### config.mk
export PLATFORM = sky130hd
export DESIGN_NAME = mem_serial_loader_flat
export DESIGN_NICKNAME = d
export VERILOG_FILES = /design/src/rtl/mem_serial_loader_if.sv /design/src/rtl/mem_serial_loader.sv /design/src/flat_wrapper.sv
export SDC_FILE = /design/constraint.sdc
export NUM_CORES = 1
export LEC_CHECK = 0
export BUFFER_PORTS_ARGS = -buffer_cell sky130_fd_sc_hd__buf_4
export CORE_ASPECT_RATIO = 1.75
export CORE_MARGIN = 4
export CORE_UTILIZATION = 50
export DETAILED_ROUTE_END_ITERATION = 8
export GPL_TIMING_DRIVEN = 0
export HOLD_SLACK_MARGIN = 0.15
export PLACE_DENSITY_LB_ADDON = 0.12
export SYNTH_ARGS = -nofsm -noshare
export SYNTH_HDL_FRONTEND = slang
export SYNTH_SLANG_ARGS = --single-unit
### constraint.sdc
create_clock -name clkp -period 2.35 [get_ports clkp]
set_input_delay 0.47 -clock clkp [delete_from_list [all_inputs] [get_ports clkp]]
set_output_delay 0.47 -clock clkp [all_outputs]
set_load 0.1 [all_outputs]
### src/rtl/mem_serial_loader_if.sv
// mem_serial_loader_if: word-wide memory request bus.
// master issues cs/we/addr/din, slave returns dout.
interface mem_serial_loader_if #(
  parameter int AW = 3,
  parameter int DW = 16
);
  logic          cs;
  logic          we;
  logic [AW-1:0] addr;
  logic [DW-1:0] din;
  logic [DW-1:0] dout;

  modport master (
    output cs, we, addr, din,
    input  dout
  );

  modport slave (
    input  cs, we, addr, din,
    output dout
  );
endinterface

### src/rtl/mem_serial_loader.sv
// mem_serial_loader: bit-serial host port in front of the data memory.
// Frames become single memory accesses; idle passes the CPU through.
module mem_serial_loader #(
  parameter int AW = 3,
  parameter int DW = 16
) (
  input  logic                clkp,
  input  logic                rstp,
  input  logic                sen,
  input  logic                sval,
  input  logic                sdi,
  output logic                sdo,
  output logic                busy,
  mem_serial_loader_if.slave  cpu,
  mem_serial_loader_if.master mem
);

  localparam int HB = AW + 1;
  localparam int SW = AW + DW;
  localparam int CW = $clog2(DW);
  localparam logic [CW-1:0] HLAST = CW'(HB - 1);
  localparam logic [CW-1:0] DLAST = CW'(DW - 1);

  typedef enum logic [2:0] {
    IDLE,
    HDR,
    DATA,
    WRITE,
    READ,
    CAPT,
    SHOUT,
    DONE
  } state_t;

  state_t        state;
  state_t        nxt;
  logic [CW-1:0] cnt;
  logic [CW-1:0] cnt_nxt;
  logic [SW-1:0] in_sh;
  logic [DW-1:0] out_sh;
  logic          shift_in;

  logic          ld_cs;
  logic          ld_we;
  logic [AW-1:0] ld_addr;
  logic [DW-1:0] ld_din;

  assign shift_in = sval & ((state == HDR) | (state == DATA));

  // next state and bit counter; sen low aborts any frame
  always_comb begin
    nxt     = state;
    cnt_nxt = cnt;
    if ((state != IDLE) && !sen) begin
      nxt     = IDLE;
      cnt_nxt = '0;
    end else begin
      unique case (state)
        IDLE: begin
          if (sen) nxt = HDR;
        end
        HDR: begin
          if (sval) begin
            if (cnt == HLAST) begin
              cnt_nxt = '0;
              nxt     = in_sh[AW-1] ? DATA : READ;
            end else begin
              cnt_nxt = cnt + 1'b1;
            end
          end
        end
        DATA: begin
          if (sval) begin
            if (cnt == DLAST) begin
              cnt_nxt = '0;
              nxt     = WRITE;
            end else begin
              cnt_nxt = cnt + 1'b1;
            end
          end
        end
        WRITE: nxt = DONE;
        READ:  nxt = CAPT;
        CAPT:  nxt = SHOUT;
        SHOUT: begin
          if (sval) begin
            if (cnt == DLAST) begin
              cnt_nxt = '0;
              nxt     = DONE;
            end else begin
              cnt_nxt = cnt + 1'b1;
            end
          end
        end
        DONE: nxt = DONE;
      endcase
    end
  end

  // state and counter registers
  always_ff @(posedge clkp or posedge rstp) begin
    if (rstp) begin
      state <= IDLE;
      cnt   <= '0;
    end else begin
      state <= nxt;
      cnt   <= cnt_nxt;
    end
  end

  // serial in/out shift registers
  always_ff @(posedge clkp or posedge rstp) begin
    if (rstp) begin
      in_sh  <= '0;
      out_sh <= '0;
    end else begin
      if (shift_in) in_sh <= {in_sh[SW-2:0], sdi};
      if (state == CAPT) begin
        out_sh <= mem.dout;
      end else if ((state == SHOUT) && sval) begin
        out_sh <= {out_sh[DW-2:0], 1'b0};
      end
    end
  end

  // memory drivers move on negedge so they are flat across the high phase
  always_ff @(negedge clkp or posedge rstp) begin
    if (rstp) begin
      ld_cs   <= 1'b0;
      ld_we   <= 1'b0;
      ld_addr <= '0;
      ld_din  <= '0;
    end else begin
      ld_cs <= (state == WRITE) | (state == READ);
      ld_we <= (state == WRITE);
      if (state == WRITE) begin
        ld_addr <= in_sh[SW-1:DW];
        ld_din  <= in_sh[DW-1:0];
      end else if (state == READ) begin
        ld_addr <= in_sh[AW-1:0];
      end
    end
  end

  // port ownership mux and serial output
  always_comb begin
    busy     = sen | (state != IDLE);
    mem.cs   = busy ? ld_cs   : cpu.cs;
    mem.we   = busy ? ld_we   : cpu.we;
    mem.addr = busy ? ld_addr : cpu.addr;
    mem.din  = busy ? ld_din  : cpu.din;
    cpu.dout = mem.dout;
    sdo      = (state == SHOUT) & out_sh[DW-1];
  end

endmodule

### src/flat_wrapper.sv
// flat-port wrapper written by rule: the top's interface ports become plain ports
module mem_serial_loader_flat 
#(
  parameter int AW = 3,
  parameter int DW = 16
)
  (clkp, rstp, sen, sval, sdi, sdo, busy, cpu_cs, cpu_we, cpu_addr, cpu_din, cpu_dout, mem_cs, mem_we, mem_addr, mem_din, mem_dout);
  mem_serial_loader_if #(.AW(AW), .DW(DW)) cpu_i ();
  mem_serial_loader_if #(.AW(AW), .DW(DW)) mem_i ();
  input  logic clkp;
  input  logic rstp;
  input  logic sen;
  input  logic sval;
  input  logic sdi;
  output logic sdo;
  output logic busy;
  input wire logic [$bits(cpu_i.cs)-1:0] cpu_cs;
  input wire logic [$bits(cpu_i.we)-1:0] cpu_we;
  input wire logic [$bits(cpu_i.addr)-1:0] cpu_addr;
  input wire logic [$bits(cpu_i.din)-1:0] cpu_din;
  output wire logic [$bits(cpu_i.dout)-1:0] cpu_dout;
  output wire logic [$bits(mem_i.cs)-1:0] mem_cs;
  output wire logic [$bits(mem_i.we)-1:0] mem_we;
  output wire logic [$bits(mem_i.addr)-1:0] mem_addr;
  output wire logic [$bits(mem_i.din)-1:0] mem_din;
  input wire logic [$bits(mem_i.dout)-1:0] mem_dout;
  assign cpu_i.cs = cpu_cs;
  assign cpu_i.we = cpu_we;
  assign cpu_i.addr = cpu_addr;
  assign cpu_i.din = cpu_din;
  assign cpu_dout = cpu_i.dout;
  assign mem_cs = mem_i.cs;
  assign mem_we = mem_i.we;
  assign mem_addr = mem_i.addr;
  assign mem_din = mem_i.din;
  assign mem_i.dout = mem_dout;
  mem_serial_loader #(.AW(AW), .DW(DW)) u_core (.clkp(clkp), .rstp(rstp), .sen(sen), .sval(sval), .sdi(sdi), .sdo(sdo), .busy(busy), .cpu(cpu_i), .mem(mem_i));
endmodule
==> run metrics, run 1 <==
P_leak=2.48 nW; Remaining DRCs=0; crit-path cells=mux2_4 > buf_12; Layout area overhead=55.8%; Rows=37; CP Data Required Time=1880 ps; Sink Count=63; antenna violations before repair=0; CTS clk-pin slew, worst paths=70 ps; syn_nets=334; clk buf depth=2; overall power consumption=4.28 mW; Final ANT Viol Nets=0; vias=2558; final instance area=4760 sq um; final hold violations=0; Setup Skew=14.8 ps; commonest non-fill, non-tap cells in the layout=buf_4, nand2_1, dfrtp_1, nand2_2, buf_12; Cells after Synth=291; Clock power frac=19.7%; max-cap viol count=0; Seq cells post-synth=63; routability cong.=0.746; Clock Latency Late Sink=340 ps; Slew @ Worst Pin=599 ps; Die W=67.1 um; Setup crit end kind=output port; IR drop worst, VDD=0.000495 V; Synth cell types=36; Die ar.=7480 sq um; synth warn=0; GR Util All Layers=20.5%; CP max stage delay=380 ps; Pint=2.59 mW; fin nets=460; Placed Area=3860 sq um; initial core utilization=51.6%; n_diodes=0; CP startpoint kind=flop; Post-Syn Area per Cell=10.5 sq um; critical-path maximum fanout=2; Mapped Area=3060 sq um; max-slew violations=0; vias in the first global route=2567; switching share of power=39.4%; CTS tree=done; DR iter-0 viols=101; pwr dens=898 nW/um^2; routed len/inst=16.5 um; sequential share of power=38.7%; root buffer cell=clkbuf_8; final setup fails=42; CP max stage cell=dfrtn_1; failing checks=negative setup slack; grt total ovfl=0; Hold Path Class=in -> async; detailed placement HPWL=4.41 mm; critical path data arrival time=2360 ps; Setup CP Type=reg -> out; vias per inst=5.12; sequential fraction of the synthesis area=51.6%; first-pass GRT wire length=11.7 mm; total iterations of the first detailed-routing run=4; most common cell after layout, fill and taps aside=buf_4; total wire length=8.23 mm; largest net degree at the start of global routing=64; PnR worst setup slack=-476 ps; relative slew slack=59.5%; core area=5930 sq um; CTS buffer count=9; io pins=81; NetSw=1.69 mW; RSZ-0062 raised after global routing=yes; die height=111 um; combinational share of power=41.5%; input/output buffers=80; status=finished with violations; H-tree lvl count=3; share of cells above drive strength 1=55.5%
critical path, delay by kind of cell, from the launching register on:
family | cells | cell delay [ps]
buf+inv | 1 | 170
flops | 1 | 380
mux | 1 | 300
stage by stage:
stage | cells | hold WS [ps] | setup WS [ps] | utilization (%) | setup TNS, ps
4_1_cts | 489 | 328 | -449 | 76.8 | -12320
3_3_place_gp | 449 | 419 | -503 | 65.2 | -17890
3_5_place_dp | 449 | 423 | -527 | 65.2 | -18880
5_1_grt | 500 | 167 | -499 | 80.4 | -13430
2_1_floorplan | 291 | 406 | -256 | - | -2710
6_report | 500 | 140 | -476 | 80.4 | -12050
registers in the layout, summed over array words and instances (netlist names):
register	flops
u_core.in_sh	19
u_core.ld_cs	1
u_core.cnt	4
u_core.ld_addr	3
u_core.state	3
u_core.out_sh	16
u_core.ld_we	1
u_core.ld_din	16
final timing paths:
path / start / end / slack, ps / depth (start not counted)
max: u_core.ld_din[3] / mem_din[3] / -480 / 2
min: rstp / u_core.in_sh[14] / 140 / 2
max reg2reg: u_core.state[2] / u_core.ld_addr[1] / -250 / 5
min reg2reg: u_core.ld_din[15] / u_core.ld_din[15] / 420 / 2
max in group asynchronous: rstp / u_core.ld_din[6] / 540 / 3
min in group clkp: mem_dout[1] / u_core.out_sh[1] / 350 / 3
per-layer routing:
layer,vias up,part of all wire [%],global-route usage [%]
li1,1215,-,-
met1,1247,35,20.8
met2,80,57,37.4
met3,16,5.7,5.25
met4,0,2.4,8.94
met5,-,0,0
cell families (layout without fill, tap and decap cells):
family | after synthesis | count (layout) | synth area share, %
fa+ha+maj | 1 | 1 | 0.409
compound gates | 37 | 37 | 7.90
mux | 48 | 48 | 17.3
simple gates | 103 | 103 | 15.0
buf+inv | 39 | 170 | 7.78
flops | 63 | 63 | 51.6
power by group through the flow:
| stage | logic, mW | clock network [mW] | registers [mW] |
|---|---|---|---|
| after floorplan | 1.15 | 0 | 1.55 |
| after global placement | 1.36 | 0 | 1.60 |
| after detailed placement | 1.39 | 0 | 1.61 |
| after CTS | 1.68 | 0.853 | 1.60 |
| after global routing | 1.86 | 0.902 | 1.69 |
| final | 1.78 | 0.844 | 1.66 |
cell type report:
| class | instances | area (sq um) |
|---|---|---|
| Clock buffer | 15 | 166 |
| Timing Repair Buffer | 118 | 1210 |
| Multi-Input combinational cell | 189 | 1460 |
| Fill cell | 365 | 1160 |
| Inverter | 7 | 30.0 |
| Tap cell | 78 | 97.6 |
| Clock inverter | 1 | 5.00 |
| Sequential cell | 63 | 1580 |
| Buffer | 29 | 221 |
synthesized netlist by cell type, drive strengths merged:
cell type | n | area (sq um)
a211o | 1 | 8.76
a21o | 1 | 7.51
a21oi | 7 | 35.0
a22oi | 12 | 104
a311oi | 1 | 8.76
and2b | 1 | 7.51
and3 | 3 | 18.8
and3b | 1 | 8.76
and4b | 1 | 10.0
buf | 29 | 200
clkbuf | 3 | 11.3
dfrtn | 21 | 526
dfrtp | 42 | 1050
ha | 1 | 12.5
inv | 7 | 26.3
mux2 | 39 | 439
mux2i | 9 | 90.1
nand2 | 80 | 300
nand2b | 1 | 6.26
nand3b | 2 | 15.0
nor2 | 5 | 18.8
nor2b | 4 | 32.5
nor3 | 1 | 5.00
nor4 | 1 | 12.5
nor4bb | 1 | 10.0
o21a | 1 | 7.51
o21ai | 14 | 70.1
or2 | 1 | 6.26
or4 | 1 | 7.51
timing repair:
action / 4_1_cts / 5_1_grt
setup buffers: 23 / 13
gates resized for setup: 86 / 37
hold buffers: 0 / 0
gates cloned: 1 / 1
pin swaps: 15 / 21
setup endpoints to repair: 43 / 43
Power figures use the tool's default switching activity.
==> run 2, diff against run 1 <==
==> constraint.sdc (replaced) <==
create_clock -name clkp -period 2.35 [get_ports clkp]
set_input_delay 0.3525 -clock clkp [delete_from_list [all_inputs] [get_ports clkp]]
set_output_delay 0.3525 -clock clkp [all_outputs]
set_load 0.1 [all_outputs]
==> run 2 against run 1 <==
  * The run still ends with negative setup slack left
  * Combinational power hardly changed
  * First-iteration DRC count is 29% lower
  * Utilization is 0.82 points lower
  * Critical path depth stayed put
  * Via count is 0.47% higher
  * Register-to-register slack worse by 70 ps
  * Worst hold slack better by 90 ps
  * Critical path type unchanged
  * Critical endpoint is now mem_din[10]
  * Largest cell class unchanged
==> run metrics, run 2 (synthesis results as in run 1) <==
critical-path maximum fanout=2; vias in the first global route=2510; Slew @ Worst Pin=593 ps; Sink Count=63; die height=111 um; vias per inst=5.17; IR drop worst, VDD=0.000617 V; largest net degree at the start of global routing=64; share of cells above drive strength 1=53.9%; CTS buffer count=9; most common cell after layout, fill and taps aside=buf_4; met3 wire length=431 um; failing checks=negative setup slack; FILL cells=370; Setup CP Type=reg -> out; pwr dens=899 nW/um^2; detailed placement HPWL=4.41 mm; total wire length=7.90 mm; Hold Path Class=in -> reg; critical path data arrival time=2380 ps; vias=2570; grt total ovfl=0; biggest regs=u_core.in_sh x19, u_core.ld_din x16, u_core.out_sh x16; antenna violations before repair=0; status=finished with violations; max layer used=met4; P_leak=2.43 nW; routability cong.=0.746; routed len/inst=15.9 um; GR Util All Layers=20.5%; Reg with most FFs=u_core.in_sh; Layout area overhead=54.2%; commonest non-fill, non-tap cells in the layout=buf_4, nand2_1, dfrtp_1, nand2_2, buf_12; n_diodes=0; CP max stage delay=390 ps; input/output buffers=80; M1 WL=2.86 mm; CP startpoint kind=flop; RSZ-0062 raised after global routing=yes; initial core utilization=51.6%; final hold violations=0; Clock Latency Late Sink=350 ps; max-slew violations=0; Setup TNS Final=-10290 ps; max-cap viol count=0; Rows=37; placed insts=449; total iterations of the first detailed-routing run=5; first-pass GRT wire length=11.7 mm; PnR worst setup slack=-383 ps; number of flip-flops in the largest register=19; CTS tree=done; Setup crit end kind=output port; final core utilization=79.6%; Die W=67.1 um; fin nets=457; Post-Layout Cell Count=497; H-tree lvl count=3; core area=5930 sq um; CP Data Required Time=2000 ps; root buffer cell=clkbuf_8; Die ar.=7480 sq um; CTS clk-pin slew, worst paths=60 ps; io pins=81; DR iter-0 viols=72; DR WL met2=4.40 mm; Placed Area=3860 sq um; crit-path cells=mux2_4 > buf_12; CP max stage cell=dfrtn_1; Remaining DRCs=0; relative slew slack=59.9%; Final ANT Viol Nets=0; Setup Skew=20.4 ps; clk buf depth=2; final instance area=4710 sq um; final setup fails=42
==> run 2: final cells by class <==
cell class              instances  area (sq um)  share of cell area (%)
inverters                       7          30.0                   0.637
clock buffers                  15           166                    3.53
well taps                      78          97.6                    2.07
repair buffers                115          1180                    25.1
clock inverters                 1          5.00                   0.106
plain buffers                  29           218                    4.62
flip-flops and latches         63          1580                    33.5
multi-input cells             189          1430                    30.4
==> run 2: what timing repair did <==
item                                    in CTS  in global routing
cloned                                       1                  1
endpoints found under the hold margin        0                 12
hold buffers                                 0                  1
resized for setup                           86                 29
pin swaps                                   14                 19
buffers inserted                            20                 12
endpoints found under the setup margin      43                 43
==> run 2: final timing paths <==
kind | start | endpoint | slack, ps | cells after the start
max | u_core.ld_din[10] | mem_din[10] | -380 | 2
min | mem_dout[1] | u_core.out_sh[1] | 230 | 3
max reg2reg | u_core.state[2] | u_core.ld_addr[0] | -320 | 5
min reg2reg | u_core.ld_din[15] | u_core.ld_din[15] | 430 | 2
max in group asynchronous | rstp | u_core.ld_addr[2] | 90 | 4
min in group asynchronous | rstp | u_core.in_sh[14] | 580 | 3
==> run 2: report_power, final <==
group | internal, mW | total [mW] | switching (mW)
registers | 1.39 | 1.65 | 0.255
clock network | 0.441 | 0.840 | 0.399
logic | 0.741 | 1.75 | 1.01
==> run 2: critical path, delay by kind of cell, from the launching register on <==
| family | cells | cell delay (ps) |
|---|---|---|
| buffers and inverters | 1 | 170 |
| multiplexers | 1 | 310 |
| flip-flops | 1 | 390 |
==> run 2: through the flow <==
step	hold slack, ps	power (mW)	setup WS [ps]
global placement	419	2.96	-503
CTS	211	4.12	-332
floorplan	406	2.69	-256
detailed placement	423	3.00	-527
finish	229	4.24	-383
global route	234	4.42	-406
==> run 2: layer usage <==
layer | vias up | track usage [%]
met5 | - | 0
met4 | 0 | 9.62
met3 | 16 | 5.35
met2 | 89 | 36.4
met1 | 1254 | 21.7
li1 | 1211 | -
==> run 3, diff against run 2 <==
- SKIP_LAST_GASP: unset -> 1
==> run 3 against run 2 <==
  * The run still ends with negative setup slack left
  * Via count is 0.19% higher
  * Utilization is 0.72 points higher
  * Global-route usage is 0.20 points lower
  * Clock power hardly changed
  * Critical path depth stayed put
  * Combinational power hardly changed
  * Die area stayed put
  * Sequential share of layout area is 0.35 points lower
  * Non-clock buffer count is 6 higher
  * Sequential cell count stayed put
  * Setup slack better by 41 ps
  * Wire length is 0.46% higher
  * Critical path type unchanged
  * Largest cell class unchanged
==> run metrics, run 3 (synthesis results as in run 1) <==
critical-path maximum fanout=2; initial core utilization=51.6%; root buffer cell=clkbuf_8; CTS buffer count=9; Clock power frac=19.7%; clk buf depth=2; final hold violations=0; n_diodes=0; IR drop worst, VDD=0.000607 V; share of cells above drive strength 1=53.9%; detailed placement HPWL=4.41 mm; FILL cells=366; Final ANT Viol Nets=0; Setup CP Type=reg -> out; max-slew violations=0; Remaining DRCs=0; Crit Reg-Reg Startpoint=u_core.state[2]; first-pass GRT wire length=11.6 mm; CTS tree=done; number of cells on the worst hold path=3; Setup TNS Final=-10350 ps; Clock Latency Late Sink=340 ps; most common cell after layout, fill and taps aside=buf_4; routed len/inst=15.8 um; FF-to-FF setup slack=-300 ps; routability cong.=0.746; CP max stage cell=dfrtn_1; CP startpoint kind=flop; die height=111 um; multi-input logic area=1420 sq um; Die ar.=7480 sq um; Pint=2.59 mW; crit-path leading delay family=flip-flops; total wire length=7.93 mm; PnR worst setup slack=-342 ps; Rows=37; H-tree lvl count=3; Place WS=-527 ps; combinational share of power=41.5%; fin nets=463; Layout area overhead=55.6%; total iterations of the first detailed-routing run=4; Worst Hold End=u_core.out_sh[1]; Hold Crit Start=mem_dout[1]; pwr dens=894 nW/um^2; critical path data arrival time=2340 ps; largest net degree at the start of global routing=64; RSZ-0062 raised after global routing=yes; Reg with most FFs=u_core.in_sh; vias in the first global route=2587; Critical R2R Capture=u_core.ld_addr[1]; Buf+Inv Stages, Crit Path=1; final setup fails=42; vias=2575; Min Hold Slack=231 ps; biggest regs=u_core.in_sh x19, u_core.ld_din x16, u_core.out_sh x16; CP max stage delay=370 ps; Die W=67.1 um; crit-path cells=mux2_4 > buf_12; sequential share of power=38.8%; status=finished with violations; commonest non-fill, non-tap cells in the layout=buf_4, nand2_1, dfrtp_1, nand2_2, buf_12; NetSw=1.66 mW; Hold Path Class=in -> reg; core area=5930 sq um; vias per inst=5.12; CP Depth=2; Setup Skew=16.7 ps; CTS clk-pin slew, worst paths=60 ps; Slew @ Worst Pin=604 ps; max-cap viol count=0; grt total ovfl=0; number of flip-flops in the largest register=19; switching share of power=39.0%; io pins=81; P_leak=2.45 nW; Setup crit end kind=output port; CP Data Required Time=2000 ps; input/output buffers=80; failing checks=negative setup slack; Sink Count=63; GR Util All Layers=20.3%; Storage cell area=1580 sq um; worst-case reg-to-reg path depth=6; DR iter-0 viols=123; relative slew slack=59.2%; antenna violations before repair=0
-- run 3: changes by cell type in the layout (fill, tap and decap cells not counted) --
cell	before	now
buf_6	7	11
dfrtp_2	2	0
clkbuf_16	1	0
nand2_2	22	23
dfrtp_1	40	42
buf_8	2	4
nand2_1	53	54
buf_4	103	104
nand2_4	5	3
-- run 3: power groups by stage --
stage / sequential (mW) / combinational, mW / clock, mW
5_1_grt: 1.68 / 1.85 / 0.893
3_5_place_dp: 1.61 / 1.39 / 0
3_3_place_gp: 1.60 / 1.36 / 0
4_1_cts: 1.60 / 1.67 / 0.853
2_1_floorplan: 1.55 / 1.15 / 0
6_report: 1.65 / 1.76 / 0.838
-- run 3: how the worst max path moves through the flow --
stage | end | slack, ps | start
global route | u_core.ld_addr[0] | -380 | u_core.state[2]
finish | mem_addr[2] | -340 | u_core.ld_addr[2]
floorplan | u_core.ld_addr[0] | -260 | u_core.state[2]
CTS | mem_din[1] | -330 | u_core.ld_din[1]
detailed placement | u_core.ld_addr[2] | -530 | u_core.state[2]
global placement | u_core.ld_addr[2] | -500 | u_core.state[2]
-- run 3: area by class of cell --
class	instances	area share (%)
Sequential cell	63	33.1
Multi-Input combinational cell	189	29.9
Clock buffer	15	3.50
Clock inverter	1	0.105
Buffer	30	4.97
Inverter	7	0.631
Timing Repair Buffer	120	25.7
Tap cell	78	2.05
-- run 3: routing by layer --
layer  up-vias  GRT usage, %  wire [um]
met3        16          4.04        417
met1      1265          20.7       2850
met4         0          10.7        166
met5         -             0          0
met2        76          37.1       4490
li1       1218             -          -
-- run 3: worst reg2reg max path, stage by stage, from the launching register on --
cell	delay, ps
dfrtp_1	390
buf_6	120
nand3b_1	230
inv_2	120
buf_6	130
mux2i_1	200
o21ai_1	100
-- run 3: what timing repair did --
item | 4_1_cts | 5_1_grt
gates cloned | 1 | 1
pin swaps | 14 | 17
hold endpoints to repair | 0 | 10
setup endpoints to repair | 43 | 43
setup buffers | 20 | 19
hold buffers | 0 | 1
gates resized for setup | 84 | 35
-- run 3: through the flow --
| step | cells | util, % | cell area (sq um) | total power, mW |
|---|---|---|---|---|
| 6_report | 503 | 80.3 | 4760 | 4.25 |
| 4_1_cts | 486 | 76.4 | 4520 | 4.12 |
| 5_1_grt | 503 | 80.3 | 4760 | 4.43 |
| 2_1_floorplan | 291 | - | 3160 | 2.69 |
| 3_5_place_dp | 449 | 65.2 | 3860 | 3.00 |
| 3_3_place_gp | 449 | 65.2 | 3860 | 2.96 |
